<file path="src/rtl/mestpro_prog_sequencer.sv">
// mestpro_prog_sequencer
//
// Program sequencer for the MestPro_V2 core. It holds a small program of
// {instruction, operand} byte pairs. On START it streams the pairs onto the
// core's INSTRUCTION / IN_DATA inputs, one pair per clock. It can run once
// or loop. When no program is running it drives NOP_CODE / 8'h00.
//
// Parameters:
//   DEPTH     number of program words (power of two)
//   ADDR_W    log2(DEPTH)
//   NOP_CODE  instruction driven when no word is being presented
//
// Ports:
//   CLK          single clock, rising edge
//   RESET        synchronous active-high reset; also clears program memory
//   LOAD_EN      program write strobe (dropped while running)
//   LOAD_ADDR    program write address
//   LOAD_INSTR   instruction byte to store
//   LOAD_DATA    operand byte to store
//   START        begin a run from address 0 (ignored while running)
//   STOP         abort a run; takes priority over START in every state
//   LAST_ADDR    address of the final word, latched at START
//   LOOP         restart from address 0 after LAST_ADDR, latched at START
//   INSTRUCTION  registered instruction to the core
//   IN_DATA      registered operand to the core
//   PC           address of the word currently presented
//   BUSY         high while a run is in progress
//   DONE         high after a non-looping run completes
//   ISSUED       words presented since the last START (8-bit wrap)

module mestpro_prog_sequencer #(
    parameter int           DEPTH    = 16,
    parameter int           ADDR_W   = 4,
    parameter logic [7:0]   NOP_CODE = 8'h00
) (
    input  logic              CLK,
    input  logic              RESET,
    input  logic              LOAD_EN,
    input  logic [ADDR_W-1:0] LOAD_ADDR,
    input  logic [7:0]        LOAD_INSTR,
    input  logic [7:0]        LOAD_DATA,
    input  logic              START,
    input  logic              STOP,
    input  logic [ADDR_W-1:0] LAST_ADDR,
    input  logic              LOOP,
    output logic [7:0]        INSTRUCTION,
    output logic [7:0]        IN_DATA,
    output logic [ADDR_W-1:0] PC,
    output logic              BUSY,
    output logic              DONE,
    output logic [7:0]        ISSUED
);

    typedef enum logic [1:0] {
        S_IDLE,
        S_RUN,
        S_DONE
    } state_t;

    state_t              state_q, state_d;
    logic [ADDR_W-1:0]   pc_q, pc_d;
    logic [7:0]          instr_q, instr_d;
    logic [7:0]          data_q, data_d;
    logic [7:0]          issued_q, issued_d;
    logic [ADDR_W-1:0]   last_q, last_d;
    logic                loop_q, loop_d;

    logic [7:0]          mem_instr [DEPTH];
    logic [7:0]          mem_data  [DEPTH];

    logic                start_run;
    logic                at_last;
    logic [ADDR_W-1:0]   pc_inc;
    logic                mem_we;

    // A run starts from IDLE or DONE only, and only if STOP is low.
    assign start_run = (state_q != S_RUN) && START && !STOP;
    assign at_last   = (pc_q == last_q);
    assign pc_inc    = pc_q + 1'b1;
    assign mem_we    = LOAD_EN && (state_q != S_RUN);

    // ------------------------------------------------------------------
    // State register (together with the registered datapath outputs)
    // ------------------------------------------------------------------
    // NOTE: sequential state uses non-blocking assignments only. Every
    // register then samples the values from before the edge. This keeps
    // simulation order-independent and matches the synthesized flops.
    always_ff @(posedge CLK) begin
        if (RESET) begin
            state_q  <= S_IDLE;
            pc_q     <= '0;
            instr_q  <= NOP_CODE;
            data_q   <= 8'h00;
            issued_q <= 8'h00;
            last_q   <= '0;
            loop_q   <= 1'b0;
        end else begin
            state_q  <= state_d;
            pc_q     <= pc_d;
            instr_q  <= instr_d;
            data_q   <= data_d;
            issued_q <= issued_d;
            last_q   <= last_d;
            loop_q   <= loop_d;
        end
    end

    // Program memory. The read side is combinational from the array, so a
    // START on the same edge as a write presents the old word 0. The new
    // word is committed on that edge and is visible to the next START.
    // NOTE: this memory has a reset because RESET must clear it to NOP.
    // The reset forces flop storage instead of a RAM macro. At 16 words
    // that cost is acceptable.
    always_ff @(posedge CLK) begin
        if (RESET) begin
            for (int i = 0; i < DEPTH; i++) begin
                mem_instr[i] <= NOP_CODE;
                mem_data[i]  <= 8'h00;
            end
        end else if (mem_we) begin
            mem_instr[LOAD_ADDR] <= LOAD_INSTR;
            mem_data[LOAD_ADDR]  <= LOAD_DATA;
        end
    end

    // ------------------------------------------------------------------
    // Next-state logic
    // ------------------------------------------------------------------
    // NOTE: every combinational output gets a default at the top of the
    // block. Then no path can leave a signal unassigned and infer a latch.
    always_comb begin
        state_d = state_q;
        unique case (state_q)
            S_IDLE, S_DONE: begin
                if (STOP)       state_d = S_IDLE;
                else if (START) state_d = S_RUN;
            end
            S_RUN: begin
                if (STOP)                    state_d = S_IDLE;
                else if (at_last && !loop_q) state_d = S_DONE;
            end
            default: state_d = S_IDLE;
        endcase
    end

    // ------------------------------------------------------------------
    // Output logic: next values of the registered core-facing outputs
    // ------------------------------------------------------------------
    always_comb begin
        pc_d     = pc_q;
        instr_d  = NOP_CODE;
        data_d   = 8'h00;
        issued_d = issued_q;
        last_d   = last_q;
        loop_d   = loop_q;

        if (start_run) begin
            // Word 0 goes out on the START edge and counts as the first issue.
            pc_d     = '0;
            instr_d  = mem_instr[0];
            data_d   = mem_data[0];
            issued_d = 8'd1;
            last_d   = LAST_ADDR;
            loop_d   = LOOP;
        end else if (state_q == S_RUN && !STOP) begin
            if (at_last) begin
                if (loop_q) begin
                    pc_d     = '0;
                    instr_d  = mem_instr[0];
                    data_d   = mem_data[0];
                    issued_d = issued_q + 8'd1;
                end
                // Non-looping end: PC holds the last address into DONE.
            end else begin
                pc_d     = pc_inc;
                instr_d  = mem_instr[pc_inc];
                data_d   = mem_data[pc_inc];
                issued_d = issued_q + 8'd1;
            end
        end else if (state_d == S_IDLE) begin
            // IDLE always shows PC 0, including after a STOP.
            pc_d = '0;
        end
    end

    assign INSTRUCTION = instr_q;
    assign IN_DATA     = data_q;
    assign PC          = pc_q;
    assign BUSY        = (state_q == S_RUN);
    assign DONE        = (state_q == S_DONE);
    assign ISSUED      = issued_q;

endmodule

</file>
<file path="config.mk">
export PLATFORM = sky130hd
export DESIGN_NAME = mestpro_prog_sequencer
export DESIGN_NICKNAME = d
export VERILOG_FILES = /design/src/rtl/mestpro_prog_sequencer.sv
export SDC_FILE = /design/constraint.sdc
export NUM_CORES = 1
export LEC_CHECK = 0
export CORE_MARGIN = 2
export CORE_UTILIZATION = 25
export CTS_CLUSTER_SIZE = 20
export DETAILED_ROUTE_END_ITERATION = 6
export GPL_ROUTABILITY_DRIVEN = 0
export PLACE_DENSITY = 0.47
export SETUP_SLACK_MARGIN = 0.1
export SYNTH_ARGS = -nofsm -noshare
export SYNTH_HDL_FRONTEND = slang
export SYNTH_SLANG_ARGS = --single-unit
export TNS_END_PERCENT = 5
</file>
<file path="constraint.sdc">
create_clock -name CLK -period 2.68 [get_ports CLK]
set_clock_uncertainty 0.1 [all_clocks]
set_input_delay 0.268 -clock CLK [delete_from_list [all_inputs] [get_ports CLK]]
set_output_delay 0.268 -clock CLK [all_outputs]
set_load 0.05 [all_outputs]
</file>
# After elaboration in Yosys (flattened, before gate mapping)
# Memories as Yosys holds them, arrays and structs flattened.
# Cells that the tools add are included.
# totals
regBits	35
latchBits	0
ramBits	256
mem_bits_ro	0
inputBits	30
output_inout_bits	30
elab_cells	69
mem_count	2
# memory_table
name	words	word_bits	read_ports	rd_clocked_by_memory_dff	write_ports	line_no	rtl
mem_data	16	8	2	0	16	69	logic [7:0] mem_data [DEPTH];
mem_instr	16	8	2	0	16	68	logic [7:0] mem_instr [DEPTH];
# classes
add_sub_neg	2
mul	0
div_mod_pow	0
order_cmp	0
eq_ne	7
n_shift	0
muxes	32
bitwise	0
n_reduce_logical	18
# ops
cell	n
8-bit 2-to-1 mux	12
4-bit 2-to-1 mux	6
8-bit OR reduction	2
1-bit 2-to-1 mux	9
8-bit by 1-bit adder with 8-bit output, second input constant	1
2-bit 2-to-1 mux	4
3-bit inequality test, second input constant	2
2-bit AND reduction	3
1-bit logical AND	5
4-bit by 1-bit adder with 4-bit output, second input constant	1
4-bit == test	1
2-bit logical NOT	2
2-bit case mux with 2 select lines	1
2-bit nonzero test	2
2-bit OR reduction	2
2-bit by 1-bit == test with 1-bit output, second input constant	1
2-bit == test, second input constant	1
1-bit logical NOT	2
2-bit by 1-bit inequality test with 1-bit output, second input constant	1
2-bit inequality test, second input constant	1

# Depth between registers and ports, before layout
# Gate-level depths: netlist (run 1).
# logic_depth
depth_word	8
depth_mapped	8
depth_no_buf	6

# Least setup slack after synthesis (run 1)
# Ideal clock, no wire load.
# synth_timing
path_type	register -> register
start	reg pc_q[1], in the netlist PC[1]
end	reg instr_q[0], in the netlist INSTRUCTION[0]
setup_time_ps	122
arrival_ps	2250
required_time_ps	2458
setup_slack_ps	208
path_stages_with_launch	8
n_path_buf	2
synth_period_minus_slack_ps	2472
path_cell_list	dfxtp_1 -> ha_1 -> buf_2 -> clkbuf_1 -> mux2_2 -> o22ai_1 -> a221oi_1 -> a221o_1
# synth_between
elab_chain_cells	5
elab_cells_between_ends	6
cone_classes	add/sub: 1; eq/ne: 1; mux: 3; memory: 1
# synth_lines
item	line_no	rtl
start: declaration	61	logic [ADDR_W-1:0] pc_q, pc_d;
start signal: assignment	99	pc_q <= pc_d;
4-bit by 1-bit adder with 4-bit output	79	assign pc_inc = pc_q + 1'b1;
memory 16 x 8 bit	n/a	
8-bit 2-to-1 mux *	166	if (at_last) begin
8-bit 2-to-1 mux *	165	end else if (state_q == S_RUN && !STOP) begin
8-bit 2-to-1 mux *	157	if (start_run) begin
end signal: assignment	100	instr_q <= instr_d;
end: declaration	62	logic [7:0] instr_q, instr_d;
# Mark *: on every way between the ends. The rest lies on a longest branch, timed or not.
# A chain may end at the register's enable or synchronous reset.

# Final worst setup path (run 1)
# layout_timing
start	reg pc_q[1], in the netlist PC[1]
end	reg data_q[3], in the netlist IN_DATA[3]
# layout_between
elab_chain_cells	5
elab_cells_between_ends	6
cone_classes	add/sub: 1; eq/ne: 1; mux: 3; memory: 1
# layout_lines
item	line_no	rtl
4-bit by 1-bit adder with 4-bit output	79	
memory 16 x 8 bit	n/a	
8-bit 2-to-1 mux *	166	
8-bit 2-to-1 mux *	165	
8-bit 2-to-1 mux *	157	
end signal: assignment	101	data_q <= data_d;
end: declaration	63	logic [7:0] data_q, data_d;
# Marked as above.

==> summary.md, run 1 <==
| Metric | Value |
|---|---|
| Result of the run | finished clean |
| Clock power frac | 0.443 |
| Total global-route track usage | 0.126 |
| Hold Fails Final Rpt | 0 |
| Largest stage delay on the critical path | 700 ps |
| Placeable Area | roughly 52,000 µm² |
| Aggregate routed wire length | ~34,000 µm |
| Cell count after synthesis | roughly 960 |
| Initial core utilization | 0.252 |
| Total Neg Setup Slack | 0 ps |
| Flop pwr share | 0.502 |
| Cell Area, Synth | roughly 13,000 µm² |
| Period utilization | 0.900 |
| DR vias | slightly below 8,000 |
| Maximum clock path buffer count | 3 |
| CP bufs+invs | 1 |
| Dominant synthesized flop cell | edfxtp_1 |
| Number of top-level design ports | 60 |
| Number of nets with antenna violations after detailed routing | 0 |
| Leakage power of the design | 5.56 nW |
| Clock root cell | clkbuf_16 |
| Portion of the post-synthesis area used by sequential elements | 0.634 |
| CP startpoint kind | flip-flop |
| Clk Latency, worst-skew pair | between 500 and 600 ps |
| Cell taking the most area after synthesis | edfxtp_1 |
| Number of standard-cell rows in the floorplan | 84 |
| Final critical path time including I/O delays and setup | between 2000 and 2500 ps |
| Cell with the most instances after synthesis | and2_1 |
| Mean area per synthesized cell | about 14 µm² |
| MaxCap Viol Count | 0 |
| Most frequent cells after synthesis | and2_1, edfxtp_1, mux2_2 |
| Detailed-routing iteration count for the pre-antenna-repair pass | 4 |
| Overflow left after global routing | 0 |
| Cell internal power dissipation | ~8.0 mW |
| Clock transition at the register clock pins on the worst setup and hold paths after CTS | 60 ps |
| Pin count of the biggest net entering global routing | between 50 and 60 |
| Chip height | 234 µm |
| Clock tree from TritonCTS | done |
| Hold Path Class | input port to flip-flop |
| Top area cells in the synthesized netlist | edfxtp_1, and2_1, mux2_2 |
| Max-slew headroom at the worst pin | 0.386 |
| Ratio of routed vias to standard cells | around 4.4 |
| Logic pwr share | 0.056 |
| Synthesis-stage register bit count | between 200 and 300 |
| Hold Path Stages | 3 |
| Post-CTS setup buffer count | 0 |
| Cell depth of the worst setup path | 6 |
| Type of destination of the critical path | flip-flop |
| Final layout net count | ~1,100 |
| Net count after synthesis | between 900 and 1,000 |
| Net Switching | between 2 and 2.5 mW |
| CP max FO | 17 |
| Least-Margin Pin Slew | just over 900 ps |
| Setup violation total in the final timing report | 0 |
| H-tree depth | 1 |
| Count of yosys warnings during synthesis | 0 |
| Fraction of registers with async set/reset | 0 |
| Layout Area Growth over Synthesis | 19.9% |
| Port buffer count | 59 |
| # clock sinks | approximately 290 |
| Max-slew violations | 0 |
| Wire length per cell | just under 20 µm |
| Total CTS buffers | 31 |
| Number of enable flip-flop cells after synthesis | about 260 |
| Number of global-route vias before repair | 8,009 |
| Number of cells on the worst reg-to-reg path | 6 |
| Drc violations | 0 |
| Hold Buf Count CTS | 0 |
| Total die area | about 55,000 µm² |
| Resized Gates After CTS | 1 |
| Largest delay contributor family on the critical path | simple AND/OR/NAND/NOR gates |
| Switching part of the total | 0.220 |
| Ordered cell list for the critical path | ha_4 > xnor2_2 > nor2_2 > buf_4 > a2111oi_0 > a221o_1 |
| Starting DRC count in detailed routing | 472 |
| Category of the most critical setup path | flip-flop to flip-flop |
| Antenna Cells | 0 |
| Peak clock frequency supported by timing | approximately 410 MHz |
| Peak ir drop on the vdd network | between 0.5 and 0.6 mV |
| Critical Path RT | about 3100 ps |
| Antenna violations before repair | 1 |
| Final Hold Slack | just over 200 ps |
| Detail Placement HPWL | ~22,000 µm |
| Cell variety after synth | between 40 and 50 |
| Arrival time of data at the critical path endpoint | ~2800 ps |
| Fraction of the core area covered by cells at the end of the flow | 0.302 |
| Global-route wire length before repair | 51,400 µm |
| Pwr/cell area | ~640 nW/µm² |
| Die X | 234 µm |
| Unrepaired setup endpoints after global routing | false |
| Area share of the leading cell type in the synthesized netlist | 0.581 |
| Fraction of final layout cells with drive strength greater than 1 | 0.179 |
| Master of the slowest instance on the critical path | nor2_2 |
[flip-flops by register name (all words and copies together) (netlist names)]
register / cells
mem_data: 128
mem_instr: 128
INSTRUCTION: 8
IN_DATA: 8
ISSUED: 8
PC: 4
last_q: 4
state_q: 2
loop_q: 1
[worst paths after layout]
| kind | startpoint | end | slack, ps |
|---|---|---|---|
| setup / recovery | PC[1] | IN_DATA[3] | 270 |
| hold / removal | LAST_ADDR[3] | last_q[3] | 210 |
| setup reg to reg | PC[1] | IN_DATA[3] | 270 |
| hold reg to reg | ISSUED[7] | ISSUED[7] | 400 |
[routing by layer]
layer	vias up	part of all wire	GRT usage
met5	-	0	0
met4	0	0.015	0.0297
met3	30	0.045	0.0169
met2	129	0.47	0.205
met1	3854	0.47	0.176
li1	3681	-	-
[per-stage QoR]
| stage | area [µm²] | power, mW | cells | worst slack [ps] |
|---|---|---|---|---|
| 2_1_floorplan | 13200 | 5.52 | 962 | 208 |
| 3_3_place_gp | 14800 | 5.80 | 1682 | 151 |
| 3_5_place_dp | 14800 | 5.81 | 1682 | 121 |
| 4_1_cts | 15900 | 10.3 | 1740 | 255 |
| 5_1_grt | 15900 | 10.6 | 1740 | 149 |
| 6_report | 15900 | 10.2 | 1740 | 268 |
[logic make-up (layout without fill, tap and decap cells)]
family,count (synthesis),after routing,share of synthesized area
AOI/OAI and AO/OA,112,112,0.0665
muxes,118,118,0.0953
adders and majority gates,2,2,0.00189
xor gates and xnor gates,10,10,0.00719
buffers and inverters,70,160,0.0244
DFF,291,291,0.634
and+or+nand+nor,359,359,0.171
[tightest hold or removal path, delay by kind of cell]
| kind | cells | cell delay (ps) |
|---|---|---|
| buffers and inverters | 1 | 400 |
| and+or+nand+nor | 1 | 50 |
| muxes | 1 | 130 |
[layout by cell type, fill, tap and decap left out, drive strengths merged, types with 20 or more instances in the layout]
cell type,count
and2,257
edfxtp,256
mux2,64
clkdlybuf4s50,58
mux2i,54
buf,42
dfxtp,35
clkbuf,35
o22ai,33
nor2,23
nor2b,20
[power groups by stage]
| stage | logic, mW | registers (mW) | clock network [mW] |
|---|---|---|---|
| detailed placement | 0.580 | 5.23 | 0 |
| global route | 0.618 | 5.14 | 4.82 |
| finish | 0.569 | 5.13 | 4.53 |
| floorplan | 0.292 | 5.23 | 0 |
| CTS | 0.581 | 5.13 | 4.62 |
| global placement | 0.577 | 5.22 | 0 |
[area by class of cell]
| cell class | instances | area [µm²] |
|---|---|---|
| clock buffer | 35 | 791 |
| inverter | 1 | 3.75 |
| timing repair buffer | 101 | 1000 |
| clock inverter | 23 | 275 |
| fill | 5180 | 36600 |
| multi-input combinational | 601 | 4540 |
| sequential | 291 | 8390 |
| tap | 688 | 861 |
No activity file was read; power rests on OpenSTA's default activity.
==> run 2, diff against run 1 <==
- MAX_ROUTING_LAYER: unset -> met4
==> run 2 against run 1 <==
Design area is the same. Sequential cell count is the same. Final cell count is the same. Die area is the same. First-iteration DRC count grew 1.7%. Critical path type unchanged. Clock-buffer cell count is the same.
==> summary.md, run 2 (synthesis results as in run 1) <==
| Metric | Value |
|---|---|
| Commonest non-fill, non-tap cell in the layout | and2_1 |
| DR vias | approximately 7,700 |
| CP max FO | 19 |
| Number of standard-cell rows in the floorplan | 84 |
| Drc violations | 0 |
| Aggregate routed wire length | between 30,000 and 40,000 µm |
| Critical R2R Capture | IN_DATA[4] |
| Peak clock frequency supported by timing | 421 MHz |
| Chip height | ~230 µm |
| Period utilization | 0.887 |
| Number of global-route vias before repair | roughly 8,000 |
| Master of the slowest instance on the critical path | ha_4 |
| Final critical path time including I/O delays and setup | approximately 2400 ps |
| Category of the most critical setup path | flip-flop to flip-flop |
| Max-slew violations | 0 |
| Least-Margin Pin Slew | just over 900 ps |
| Hold Buf Count CTS | 0 |
| H-tree depth | 1 |
| Detail Placement HPWL | 22,200 µm |
| Worst path setup slack after routing | ~300 ps |
| Hold Path Stages | 3 |
| CP bufs+invs | 1 |
| Largest delay contributor family on the critical path | compound AO/OA/AOI/OAI gates |
| Pin count of the biggest net entering global routing | 59 |
| Setup violation total in the final timing report | 0 |
| Worst min-delay path startpoint | LAST_ADDR[3] |
| Pre-CTS setup slack | approximately 120 ps |
| Total CTS buffers | 31 |
| Hold Path Class | input port to flip-flop |
| Result of the run | finished clean |
| Die X | about 230 µm |
| Antenna Cells | 0 |
| Detailed-routing iteration count for the pre-antenna-repair pass | 4 |
| Total die area | 54,800 µm² |
| MaxCap Viol Count | 0 |
| Total global-route track usage | 0.129 |
| Clk Latency, worst-skew pair | 590 ps |
| # clock sinks | just under 300 |
| Clock transition at the register clock pins on the worst setup and hold paths after CTS | about 60 ps |
| Pwr/cell area | between 600 and 700 nW/µm² |
| Port buffer count | between 50 and 60 |
| Wire length per cell | around 19 µm |
| Layout Area Growth over Synthesis | 19.9% |
| Origin of the critical flop-to-flop path | PC[1] |
| Clock tree from TritonCTS | done |
| Biggest regs | mem_data: 128 flops, mem_instr: 128 flops |
| Leakage power of the design | 5.56 nW |
| Number of cells on the worst reg-to-reg path | 6 |
| Hold Fails Final Rpt | 0 |
| Starting DRC count in detailed routing | 480 |
| Placeable Area | about 52,000 µm² |
| Hold endpoint | last_q[3] |
| Flop-to-flop setup slack | ~300 ps |
| Final layout net count | between 1,000 and 1,500 |
| Ordered cell list for the critical path | ha_4 > buf_12 > mux2_2 > o22ai_1 > a221oi_1 > a221o_1 |
| Maximum clock path buffer count | 3 |
| Clock root cell | clkbuf_16 |
| Overflow left after global routing | 0 |
| Total Neg Setup Slack | 0 ps |
| Peak ir drop on the vdd network | 0.513 mV |
| Most frequent cells in the layout | and2_1, edfxtp_1, mux2_2 |
| Arrival time of data at the critical path endpoint | 2740 ps |
| Fraction of final layout cells with drive strength greater than 1 | 0.179 |
| Unrepaired setup endpoints after global routing | false |
| Max-slew headroom at the worst pin | 0.379 |
| Type of destination of the critical path | flip-flop |
| Number of nets with antenna violations after detailed routing | 0 |
| Ratio of routed vias to standard cells | ~4.4 |
| Largest stage delay on the critical path | ~450 ps |
| CP startpoint kind | flip-flop |
| Antenna violations before repair | 1 |
| Initial core utilization | 0.252 |
| Number of top-level design ports | 60 |
| Critical Path RT | 3040 ps |
| Global-route wire length before repair | 51,300 µm |
-- run 2: cell counts in the layout (fill, tap and decap cells not counted) --
No cell type changed its count.
-- run 2: tightest hold or removal path: cells and delay by family --
kind                   cells  cell delay (ps)
buffers and inverters      1              400
and+or+nand+nor            1               50
muxes                      1              130
-- run 2: worst max path at each step --
stage               cells after the start               to   from  slack [ps]
finish                                  6       IN_DATA[4]  PC[1]         300
CTS                                     6       IN_DATA[3]  PC[0]         260
global route                            6       IN_DATA[7]  PC[1]         140
floorplan                               7   INSTRUCTION[0]  PC[1]         210
detailed placement                      5  mem_instr[9][0]  RESET         120
global placement                        5  mem_instr[9][0]  RESET         150
-- run 2: per-layer routing --
metal  global-route usage  vias to the layer above  routed length [µm]
li1                     -                     3675                   -
met1                0.176                     3859               16200
met2                0.205                      112               15800
met3               0.0164                       29                1140
met4               0.0297                        0                 503
met5                    -                        -                   0
-- run 2: timing repair --
item	CTS	global route
resized for setup	1	0
endpoints found under the setup margin	1	0
hold endpoints to repair	0	0
setup buffers	0	0
-- run 2: power by group --
group	switching [mW]	leakage (nW)	internal [mW]
clock network	1.83	0.511	2.70
registers	0.0477	2.96	5.08
logic	0.370	2.09	0.197
total	2.25	5.56	7.97
-- run 2: through the flow --
step / hold slack (ps) / utilization / cell area (µm²) / std cells / total power [mW]
detailed placement: 385 / 0.282 / 14800 / 1682 / 5.81
global placement: 383 / 0.282 / 14800 / 1682 / 5.80
global route: 214 / 0.302 / 15900 / 1740 / 10.6
finish: 208 / 0.302 / 15900 / 1740 / 10.2
floorplan: 315 / - / 13200 / 962 / 5.52
CTS: 190 / 0.302 / 15900 / 1740 / 10.3
-- run 2: layout make-up --
class / instances / area [µm²]
multi-input combinational: 601 / 4540
inverter: 1 / 3.75
clock buffer: 35 / 791
sequential: 291 / 8390
fill: 5180 / 36600
clock inverter: 23 / 275
timing repair buffer: 101 / 1000
tap: 688 / 861
==> run 3, diff against run 2 <==
- SETUP_SLACK_MARGIN: 0.1 -> 0.15
==> run 3 against run 2 <==
Global-route usage stayed put. Setup slack barely moved. Clock-buffer cell count did not move. Die area unchanged. Total power is essentially flat. First-iteration DRC count shrank 5.2%. Utilization hardly changed. Register-to-register slack about the same.
==> summary.md, run 3 (synthesis results as in run 1) <==
| Metric | Value |
|---|---|
| Number of global-route vias before repair | between 8,000 and 9,000 |
| MaxCap Viol Count | 0 |
| Total Neg Setup Slack | 0 ps |
| Leakage power of the design | between 5 and 6 nW |
| Die X | 234 µm |
| Result of the run | finished clean |
| Layout Area Growth over Synthesis | 19.9% |
| Biggest regs | mem_data: 128 flops, mem_instr: 128 flops |
| Final layout net count | about 1,100 |
| Initial core utilization | 0.252 |
| Cell internal power dissipation | 7.97 mW |
| Master of the slowest instance on the critical path | ha_4 |
| Critical Path RT | just over 3000 ps |
| Most frequent cells in the layout | and2_1, edfxtp_1, mux2_2 |
| Pin count of the biggest net entering global routing | 59 |
| Critical R2R Capture | IN_DATA[4] |
| CP max FO | 19 |
| Largest stage delay on the critical path | 450 ps |
| Max-slew headroom at the worst pin | 0.380 |
| Hold Path Class | input port to flip-flop |
| Top sig layer | met4 |
| Origin of the critical flop-to-flop path | PC[1] |
| Net Switching | between 2 and 2.5 mW |
| Hold Fails Final Rpt | 0 |
| Clock power frac | 0.443 |
| Unrepaired setup endpoints after global routing | false |
| Final critical path time including I/O delays and setup | between 2000 and 2500 ps |
| CP startpoint kind | flip-flop |
| Total global-route track usage | 0.129 |
| Overflow left after global routing | 0 |
| Hold Path Stages | 3 |
| Routed met3 length | ~1100 µm |
| Post-CTS setup buffer count | 0 |
| Final Hold Slack | 207 ps |
| Fraction of final layout cells with drive strength greater than 1 | 0.179 |
| Global-route wire length before repair | approximately 51,000 µm |
| Commonest non-fill, non-tap cell in the layout | and2_1 |
| Pwr/cell area | between 600 and 700 nW/µm² |
| H-tree depth | 1 |
| Logic pwr share | 0.056 |
| Peak ir drop on the vdd network | approximately 0.5 mV |
| Worst min-delay path startpoint | LAST_ADDR[3] |
| Clock tree from TritonCTS | done |
| Starting DRC count in detailed routing | 455 |
| DR vias | around 7,700 |
| Least-Margin Pin Slew | just over 900 ps |
| Largest delay contributor family on the critical path | compound AO/OA/AOI/OAI gates |
| Maximum clock path buffer count | 3 |
| Number of cells on the worst reg-to-reg path | 6 |
| Clock transition at the register clock pins on the worst setup and hold paths after CTS | approximately 60 ps |
| Aggregate routed wire length | about 34,000 µm |
| Placeable Area | between 50,000 and 60,000 µm² |
| Type of destination of the critical path | flip-flop |
| Period utilization | 0.887 |
| Number of standard-cell rows in the floorplan | 84 |
| Ratio of routed vias to standard cells | ~4.4 |
| Flop pwr share | 0.502 |
| Chip height | between 200 and 250 µm |
| Category of the most critical setup path | flip-flop to flip-flop |
| Peak clock frequency supported by timing | roughly 420 MHz |
| Clk Latency, worst-skew pair | 590 ps |
| Detail Placement HPWL | ~22,000 µm |
| Antenna Cells | 0 |
| Max-slew violations | 0 |
| Drc violations | 0 |
| Total die area | between 50,000 and 60,000 µm² |
| Clock root cell | clkbuf_16 |
| Fraction of the core area covered by cells at the end of the flow | 0.303 |
| Hold endpoint | last_q[3] |
| Ordered cell list for the critical path | ha_4 > buf_12 > mux2_2 > o22ai_1 > a221oi_1 > a221o_1 |
| Port buffer count | slightly below 60 |
| Arrival time of data at the critical path endpoint | 2740 ps |
| Number of nets with antenna violations after detailed routing | 0 |
| Wire length per cell | about 19 µm |
| Switching part of the total | 0.220 |
| Antenna violations before repair | 1 |
| CP bufs+invs | 1 |
| Amount of wire on met2 after detailed routing | ~16,000 µm |
| Flop-to-flop setup slack | just over 300 ps |
| Number of top-level design ports | 60 |
| WL met1 | between 15,000 and 20,000 µm |
| Detailed-routing iteration count for the pre-antenna-repair pass | 4 |
| Total CTS buffers | 31 |
| Setup violation total in the final timing report | 0 |
| # clock sinks | between 200 and 300 |
[run 3: final cells by class]
cell class	count	area, µm²
repair buffers	101	1000
multi-input cells	601	4540
flip-flops and latches	291	8390
fillers	5179	36600
well taps	688	861
clock inverters	23	275
inverters	1	3.75
clock buffers	35	791
[run 3: repair_timing]
action                                  CTS  global route
endpoints found under the setup margin    1             1
hold buffers                              0             0
gates resized for setup                   1             1
endpoints found under the hold margin     0             0
[run 3: worst reg2reg max path, cell delays in order, from the launching register on]
cell,delay [ps]
dfxtp_1,330
ha_4,450
buf_12,230
mux2_2,370
o22ai_1,240
a221oi_1,160
a221o_1,390
[run 3: routing by layer]
metal,vias to the layer above,track usage
li1,3679,-
met1,3842,0.176
met2,106,0.205
met3,29,0.0164
met4,0,0.0297
met5,-,-
[run 3: worst max-delay path by stage]
| stage | start | endpoint | slack (ps) | cells past startpoint |
|---|---|---|---|---|
| global placement | RESET | mem_instr[9][0] | 150 | 5 |
| detailed placement | RESET | mem_instr[9][0] | 120 | 5 |
| CTS | PC[0] | IN_DATA[3] | 260 | 6 |
| floorplan | PC[1] | INSTRUCTION[0] | 210 | 7 |
| finish | PC[1] | IN_DATA[4] | 300 | 6 |
| global route | PC[1] | INSTRUCTION[3] | 180 | 6 |
[run 3: per-stage QoR]
stage               std cells  setup slack (ps)  total power, mW  instance area, µm²
global placement         1682               151             5.80               14800
CTS                      1740               255             10.3               15900
detailed placement       1682               121             5.81               14800
finish                   1740               302             10.2               15900
floorplan                 962               208             5.52               13200
global route             1740               177             10.6               15900
[run 3: power by group through the flow]
stage               registers, mW  clock network (mW)  logic, mW
finish                       5.13                4.52      0.568
global route                 5.14                4.83      0.617
CTS                          5.13                4.62      0.581
detailed placement           5.23                   0      0.580
global placement             5.22                   0      0.577
floorplan                    5.23                   0      0.292
